<file path="src/rtl/syn_ram_pkg.sv">
// Shared definitions for the byte-enable RAM and its clear sequencer.
package syn_ram_pkg;

    // Clear FSM state encoding.
    typedef enum logic {
        IDLE  = 1'b0,
        CLEAR = 1'b1
    } clr_state_e;

endpackage : syn_ram_pkg

</file>
<file path="src/rtl/ram_clear_seq.sv">
// Clear sequencer: walks every RAM address once, writing the clear word.
module ram_clear_seq
    import syn_ram_pkg::*;
#(
    parameter int unsigned ADDR_WIDTH = 8,
    parameter int unsigned DATA_COUNT = 256
) (
    input  logic                  clk,
    input  logic                  rst,
    input  logic                  clear_req,
    output logic                  busy,
    output logic [ADDR_WIDTH-1:0] clr_addr,
    output logic                  clr_we
);

    localparam logic [ADDR_WIDTH-1:0] LAST_ADDR = ADDR_WIDTH'(DATA_COUNT - 1);

    clr_state_e            state_q, state_d;
    logic [ADDR_WIDTH-1:0] clr_addr_q, clr_addr_d;

    // Next state and next clear address; clear_req is ignored while clearing.
    always_comb begin
        state_d    = state_q;
        clr_addr_d = clr_addr_q;
        case (state_q)
            IDLE: begin
                if (clear_req) begin
                    state_d    = CLEAR;
                    clr_addr_d = '0;
                end
            end
            CLEAR: begin
                if (clr_addr_q == LAST_ADDR) begin
                    state_d    = IDLE;
                    clr_addr_d = '0;
                end else begin
                    clr_addr_d = clr_addr_q + ADDR_WIDTH'(1);
                end
            end
            default: begin
                state_d    = IDLE;
                clr_addr_d = '0;
            end
        endcase
    end

    // FSM register; reset always (re)starts a clear from address 0.
    always_ff @(posedge clk) begin
        if (rst) begin
            state_q    <= CLEAR;
            clr_addr_q <= '0;
        end else begin
            state_q    <= state_d;
            clr_addr_q <= clr_addr_d;
        end
    end

    assign busy     = (state_q == CLEAR);
    assign clr_we   = (state_q == CLEAR);
    assign clr_addr = clr_addr_q;

endmodule : ram_clear_seq

</file>
<file path="src/rtl/syn_ram_be.sv">
// Single-port-write, registered-read RAM with byte enables and a clear sequencer.
module syn_ram_be
    import syn_ram_pkg::*;
#(
    parameter int unsigned           DATA_WIDTH  = 16,
    parameter int unsigned           BYTE_WIDTH  = 8,
    parameter int unsigned           ADDR_WIDTH  = 8,
    parameter int unsigned           DATA_COUNT  = 256,
    parameter logic [DATA_WIDTH-1:0] CLEAR_VALUE = '0,
    localparam int unsigned          BYTES       = DATA_WIDTH / BYTE_WIDTH
) (
    input  logic                  clk,
    input  logic                  rst,
    input  logic [ADDR_WIDTH-1:0] addr_in,
    input  logic [DATA_WIDTH-1:0] data_in,
    input  logic                  write_enable,
    input  logic [BYTES-1:0]      byte_en,
    input  logic [ADDR_WIDTH-1:0] addr_out,
    input  logic                  read_enable,
    output logic [DATA_WIDTH-1:0] data_out,
    output logic                  data_valid,
    input  logic                  clear_req,
    output logic                  busy
);

    localparam int unsigned         AW1   = ADDR_WIDTH + 1;
    localparam logic [ADDR_WIDTH:0] DEPTH = AW1'(DATA_COUNT);

    logic [DATA_WIDTH-1:0] mem [DATA_COUNT];

    logic [ADDR_WIDTH-1:0] clr_addr;
    logic                  clr_we;
    logic                  user_wr_c;
    logic                  user_rd_c;
    logic                  rd_in_range_c;
    logic [DATA_WIDTH-1:0] rd_word_c;
    logic [DATA_WIDTH-1:0] data_out_q, data_out_d;
    logic                  data_valid_q, data_valid_d;

    ram_clear_seq #(
        .ADDR_WIDTH (ADDR_WIDTH),
        .DATA_COUNT (DATA_COUNT)
    ) u_clear_seq (
        .clk       (clk),
        .rst       (rst),
        .clear_req (clear_req),
        .busy      (busy),
        .clr_addr  (clr_addr),
        .clr_we    (clr_we)
    );

    // User port qualification: the sequencer owns the RAM while busy.
    always_comb begin
        user_wr_c     = !busy && write_enable && ({1'b0, addr_in} < DEPTH);
        user_rd_c     = !busy && read_enable;
        rd_in_range_c = {1'b0, addr_out} < DEPTH;
    end

    // Storage write port; contents are only initialised by the clear sequence.
    always_ff @(posedge clk) begin
        if (clr_we) begin
            mem[clr_addr] <= CLEAR_VALUE;
        end else if (user_wr_c) begin
            for (int i = 0; i < int'(BYTES); i++) begin
                if (byte_en[i]) begin
                    mem[addr_in][i*BYTE_WIDTH +: BYTE_WIDTH] <= data_in[i*BYTE_WIDTH +: BYTE_WIDTH];
                end
            end
        end
    end

    // Read word with write-first bypass of enabled lanes on an address hit.
    always_comb begin
        rd_word_c = '0;
        if (rd_in_range_c) begin
            rd_word_c = mem[addr_out];
            if (user_wr_c && (addr_in == addr_out)) begin
                for (int i = 0; i < int'(BYTES); i++) begin
                    if (byte_en[i]) begin
                        rd_word_c[i*BYTE_WIDTH +: BYTE_WIDTH] = data_in[i*BYTE_WIDTH +: BYTE_WIDTH];
                    end
                end
            end
        end
    end

    // Next read-port state: load on a read, otherwise hold data and drop valid.
    always_comb begin
        data_out_d   = data_out_q;
        data_valid_d = 1'b0;
        if (user_rd_c) begin
            data_out_d   = rd_word_c;
            data_valid_d = 1'b1;
        end
    end

    // Read-port registers.
    always_ff @(posedge clk) begin
        if (rst) begin
            data_out_q   <= '0;
            data_valid_q <= 1'b0;
        end else begin
            data_out_q   <= data_out_d;
            data_valid_q <= data_valid_d;
        end
    end

    assign data_out   = data_out_q;
    assign data_valid = data_valid_q;

endmodule : syn_ram_be

</file>
<file path="config.mk">
export PLATFORM = sky130hd
export DESIGN_NAME = syn_ram_be
export DESIGN_NICKNAME = d
export VERILOG_FILES = /design/src/rtl/syn_ram_pkg.sv /design/src/rtl/ram_clear_seq.sv /design/src/rtl/syn_ram_be.sv
export SDC_FILE = /design/constraint.sdc
export NUM_CORES = 2
export LEC_CHECK = 0
export BUFFER_PORTS_ARGS = -buffer_cell sky130_fd_sc_hd__buf_2
export CORE_ASPECT_RATIO = 1.5
export CORE_MARGIN = 5
export CORE_UTILIZATION = 33
export DETAILED_ROUTE_END_ITERATION = 12
export GPL_ROUTABILITY_DRIVEN = 1
export SLEW_MARGIN = 40
export SYNTH_ARGS = -nofsm -noshare
export SYNTH_HDL_FRONTEND = slang
export SYNTH_SLANG_ARGS = --single-unit
</file>
<file path="constraint.sdc">
create_clock -name clk -period 7 [get_ports clk]
set_input_delay 0.7 -clock clk [delete_from_list [all_inputs] [get_ports clk]]
set_output_delay 0.7 -clock clk [all_outputs]
set_load 0.01 [all_outputs]
</file>
## Word level (Yosys, flattened, before mapping)

Memories as Yosys holds them, arrays and structs flattened.
Index checks and enable logic that the tools add are counted.

- Add/subtract/negate cells: 1
- Muxes and demuxes: 23
- Equal/unequal tests: 3
- Reductions and logical operators: 5
- Bitwise logic cells: 1

Operators by type and width:

| operator | count |
|---|---|
| $mux W8 | 5 |
| $mux W16 | 2 |
| $pmux W8 S2 | 1 |
| $reduce_or A16 Y1 | 1 |
| $mux W1 | 13 |
| $add A8 B1 Y8 const B | 1 |
| $eq A8 B8 Y1 | 1 |
| $eq A8 B8 Y1 const B | 1 |
| $logic_and A1 B1 Y1 | 3 |
| $mux W2 | 1 |
| $ne A2 B2 Y1 const B | 1 |
| $pmux W1 S2 | 1 |
| $logic_not A1 Y1 | 1 |
| $not A1 Y1 | 1 |

- Memories kept: 1
- Memory bits (writable): 4096
- Register bits after elaboration: 26
- Input bits: 39
- Word-level logic and storage cells: 38
- Output and inout bits: 18

Memory list:

| name | words | bits a word | rd ports | clocked after Yosys merged registers in | wr ports | line | source |
|---|---|---|---|---|---|---|---|
| mem | 256 | 16 | 1 | 0 | 1 | syn_ram_be.sv:29 | `logic [DATA_WIDTH-1:0] mem [DATA_COUNT];` |

## Longest topological paths before layout

- Depth after elaboration: 7
- Gate-level depth with buffers: 13
- Gate-level depth less buffers: 7

## Modules after synthesis

A second synthesis with hierarchy kept.

- Cells, all modules: 7740
- Area total of the unflattened synthesis: 161676.3 um^2

By module, submodules not included:

| module | times used | sequential area each (um^2) | area each (um^2) | cells each |
|---|---|---|---|---|
| syn_ram_be | 1 | 123338.3 | 161224.6 | 7686 |
| ram_clear_seq | 1 | 180.2 | 451.7 | 54 |

## Worst setup path before layout

Ideal clock, no wire load.

- Path type: input port to flip-flop
- Start: input write_enable
- End: memory mem[0][10], data pin
- Setup time: 0.870 ns
- Stages on the path: 6
- Slack: 1.161 ns
- Path buffers: 3
- Data arrival time: 4.969 ns
- Data required time: 6.130 ns
- Cell sequence: nand2b_1 > nor2_1 > clkbuf_1 > clkbuf_1 > clkbuf_1 > and2_1

- Longest elaborated chain between the ends: 6
- Elaborated cells on any way between the ends: 9
- Classes of those cells: 7 x mux; 2 x reduce/logical

Ends and longest elaborated chain:

| element | line | source |
|---|---|---|
| start, declared | syn_ram_be.sv:16 | `input logic write_enable,` |
| $logic_and A1 B1 Y1 (*) | syn_ram_be.sv:54 | `user_wr_c = !busy && write_enable && ({1'b0, addr_in} < DEPTH);` |
| $mux W1 | syn_ram_be.sv:63 | `end else if (user_wr_c) begin` |
| $mux W1 | syn_ram_be.sv:61 | `if (clr_we) begin` |
| $mux W1 (not written as such) | syn_ram_be.sv:66 | `mem[addr_in][i*BYTE_WIDTH +: BYTE_WIDTH] <= data_in[i*BYTE_WIDTH +: BYTE_WIDTH];` |
| $reduce_or A16 Y1 (no line) (*) | n/a |  |
| $mux W16 (no line) (*) | n/a |  |
| end, declared | syn_ram_be.sv:29 |  |

Mark *: on every way between the ends. The rest lies on a longest branch, timed or not.

## Worst setup path in the final report

- Start: register u_clear_seq.state_q, in the netlist u_clear_seq.busy
- End: memory mem[110][0] (enable)

- Longest elaborated chain between the ends: 7
- Elaborated cells on any way between the ends: 13
- Classes of those cells: 10 x mux; 3 x reduce/logical

Ends and longest elaborated chain:

| element | line | source |
|---|---|---|
| start, declared | ram_clear_seq.sv:18 | `clr_state_e state_q, state_d;` |
| start signal, assigned | ram_clear_seq.sv:53 | `state_q <= state_d;` |
| $logic_not A1 Y1 | syn_ram_be.sv:54 |  |
| $logic_and A1 B1 Y1 | syn_ram_be.sv:54 |  |
| $mux W1 | syn_ram_be.sv:63 |  |
| $mux W1 | syn_ram_be.sv:61 |  |
| $mux W1 (not written as such) | syn_ram_be.sv:66 |  |
| $reduce_or A16 Y1 (no line) | n/a |  |
| $mux W8 (no line) / $mux W2 (equally long branches) | n/a |  |

Several ways; a longest one is shown, not always the timed one.

==> results.cfg <==
[worst_setup_path]
slowest_delay_ns = 0.72
crit_path_end_kind = flip-flop
cp-start-kind = flip-flop
required_ns = 7.55
worst-path-max-fanout = 27
crit_top_cell = buf_4
cp.arrival_ns = 5.37
cp_slowest_cell = nand2_1
worstPathCellList = nand2b_1 -> nor2_4 -> buf_4 -> nand3_1 -> o21ai_1 -> nand2_1 -> buf_4 -> nor2_1
path_class = reg -> reg

[global_routing]
grt_max_degree = 185
overflow = 0
globalRouteTotalUtil_pct = 19.3
grt_pass1_vias = 83400
grt_antenna_before_repair = 26
grt_pass1_wl_mm = 683

[clocking]
clockBufferDepth = 4
root_buffer = clkbuf_16
cts_tree = built
cts.reportedPaths.clkPinSlew_ns = 0.07
insertion_delay_ns = 0.98
cts_resized = 0
cts_buffers = 361
htreeDepth = 5
clock-sinks = 4122

[die]
die_x_um = 580
core_area_um2 = 486000
dieHeight_um = 865
die_area_um2 = 501000
rows = 314
ioPinCount = 57
start_util_pct = 33.0

[synth]
synth_warnings = 0
async_reset_ff_share_pct = 0
synth_flop_cell = edfxtp_1
ys_seq_elements = 4122
synth-seq-area-share_pct = 76.8
synth_cell_types = 76
syn_area_um2 = 161000
syn_nets = 7688
syn_inst = 7648
synth_edf_count = 4096
syn_avg_cell_area_um2 = 21.0

[drt]
drc = 0
via_per_inst = 5.57
wl_per_cell_um = 33.9
firstDrtPassIters = 6
drt_iter0_markers = 10400
routed_wl_mm = 498
ant_nets = 0
wl_met3_mm = 43.5
dr_wl_met2_mm = 248
wl_met1_mm = 163
vias = 81800
routed.top_layer = met5

[placed_design]
hpwl_mm = 325
port_buffers = 56
gp_congestion = 0.918

[timing]
drv_slew = 0
skew_ns = 0.0602
finalSetupViolCount = 0
max_freq_ghz = 0.207
slew_headroom_pct = 30.3
finalSetupTns_ns = 0
hold_viol = 0
rsz0062_at_grt = no
fin_crit_ns = 4.82
holdWs_ns = 0.207
tightest_slew_ns = 1.03
fin_crit_sh_pct = 68.9

[power_and_ir_drop]
p_total_mw = 49.6
ir_worst_vdd_v = 0.000215
power.leakage_nw = 58.7
power-per-cell-area_nw_per_um2 = 272

[layout]
finalNetCount = 7908
final_common_cell = edfxtp_1
layout_common_cells = edfxtp_1, mux4_2, clkbuf_16, nor2_1, mux2i_1
fill_cells = 44000
area_growth_pct = 13.4
drive_above_1_share_pct = 27.4

[job]
drv_cap = 0

[worst_hold_path]
min_path_type = in -> reg

[run_status]
status = finished clean
-- worst paths after layout --
path,cells past startpoint,from,slack (ns),endpoint
hold / removal,4,data_in[13],0.21,data_out[13]
hold reg to reg,2,data_out[3],0.55,data_out[3]
setup reg to reg,8,u_clear_seq.busy,2.18,mem[110][0]
setup / recovery,8,u_clear_seq.busy,2.18,mem[110][0]
-- cells by family after synthesis --
| group | after synthesis | synth area share (%) |
|---|---|---|
| xor+xnor | 8 | 0.0436 |
| buf+inv | 468 | 1.81 |
| flops | 4122 | 76.8 |
| mux | 1285 | 15.3 |
| simple gates | 1084 | 3.00 |
| fa+ha+maj | 1 | 0.00778 |
| compound gates | 680 | 2.97 |
-- sequential cells by signal, summed over array words and instances, names as in the netlist --
| register | cells |
|---|---|
| u_clear_seq.busy | 1 |
| data_valid | 1 |
| mem | 4096 |
| u_clear_seq.clr_addr | 8 |
| data_out | 16 |
-- final cells by class --
| cell class | count | area (µm²) | share of cell area, % |
|---|---|---|---|
| Antenna cell | 30 | 75.1 | 0.0412 |
| Timing Repair Buffer | 320 | 3120 | 1.71 |
| Multi-Input combinational cell | 3058 | 35600 | 19.5 |
| Clock buffer | 419 | 9440 | 5.18 |
| Tap cell | 6478 | 8110 | 4.45 |
| Sequential cell | 4122 | 124000 | 67.7 |
| Clock inverter | 240 | 2460 | 1.35 |
| Inverter | 5 | 23.8 | 0.0130 |
-- metrics by stage --
| step | worst slack (ns) | cells | instance area [µm²] | util (%) |
|---|---|---|---|---|
| floorplan | 1.16 | 7648 | 161000 | - |
| global placement | 0.337 | 14000 | 169000 | 34.7 |
| detailed placement | 2.07 | 14000 | 170000 | 34.9 |
| CTS | 2.36 | 14600 | 182000 | 37.3 |
| global route | 2.16 | 14700 | 182000 | 37.5 |
| finish | 2.18 | 14700 | 182000 | 37.5 |
-- synthesized netlist by cell type, drive strengths merged (27+ instances only) --
master	instances	area share (%)
nor3	55	0.17
buf	290	1.4
nand2b	28	0.11
and2	27	0.11
clkbuf	173	0.41
a221oi	48	0.26
nor2	595	1.4
a22oi	142	0.66
o21ai	78	0.24
nor2b	38	0.15
a22o	43	0.23
mux4	936	13
nand2	153	0.36
a211oi	45	0.21
mux2i	298	1.9
o22ai	103	0.40
edfxtp	4096	77
nand3	85	0.27
mux2	51	0.36
a21oi	83	0.26
-- per-layer routing --
metal | up-vias | track usage (%)
met1 | 43600 | 21.6
met4 | 12 | 13.8
met5 | - | 0.411
li1 | 32400 | -
met3 | 1224 | 4.12
met2 | 4553 | 32.6
-- where the power goes --
part	switching [mW]	internal, mW
logic	1.52	0.789
clock network	9.15	11.4
registers	0.00958	26.7
total	10.7	38.9
-- worst max-delay path: cells and delay by family (launching register included) --
| kind | cells | cell delay, ns |
|---|---|---|
| buf+inv | 2 | 0.98 |
| compound gates | 1 | 0.41 |
| flops | 1 | 0.52 |
| simple gates | 5 | 2.48 |
-- timing repair --
item,CTS,global route
setup endpoints to repair,0,0
hold endpoints to repair,1,0
hold buffers,1,0
buffers inserted,0,0
Power figures use the tool's default switching activity.
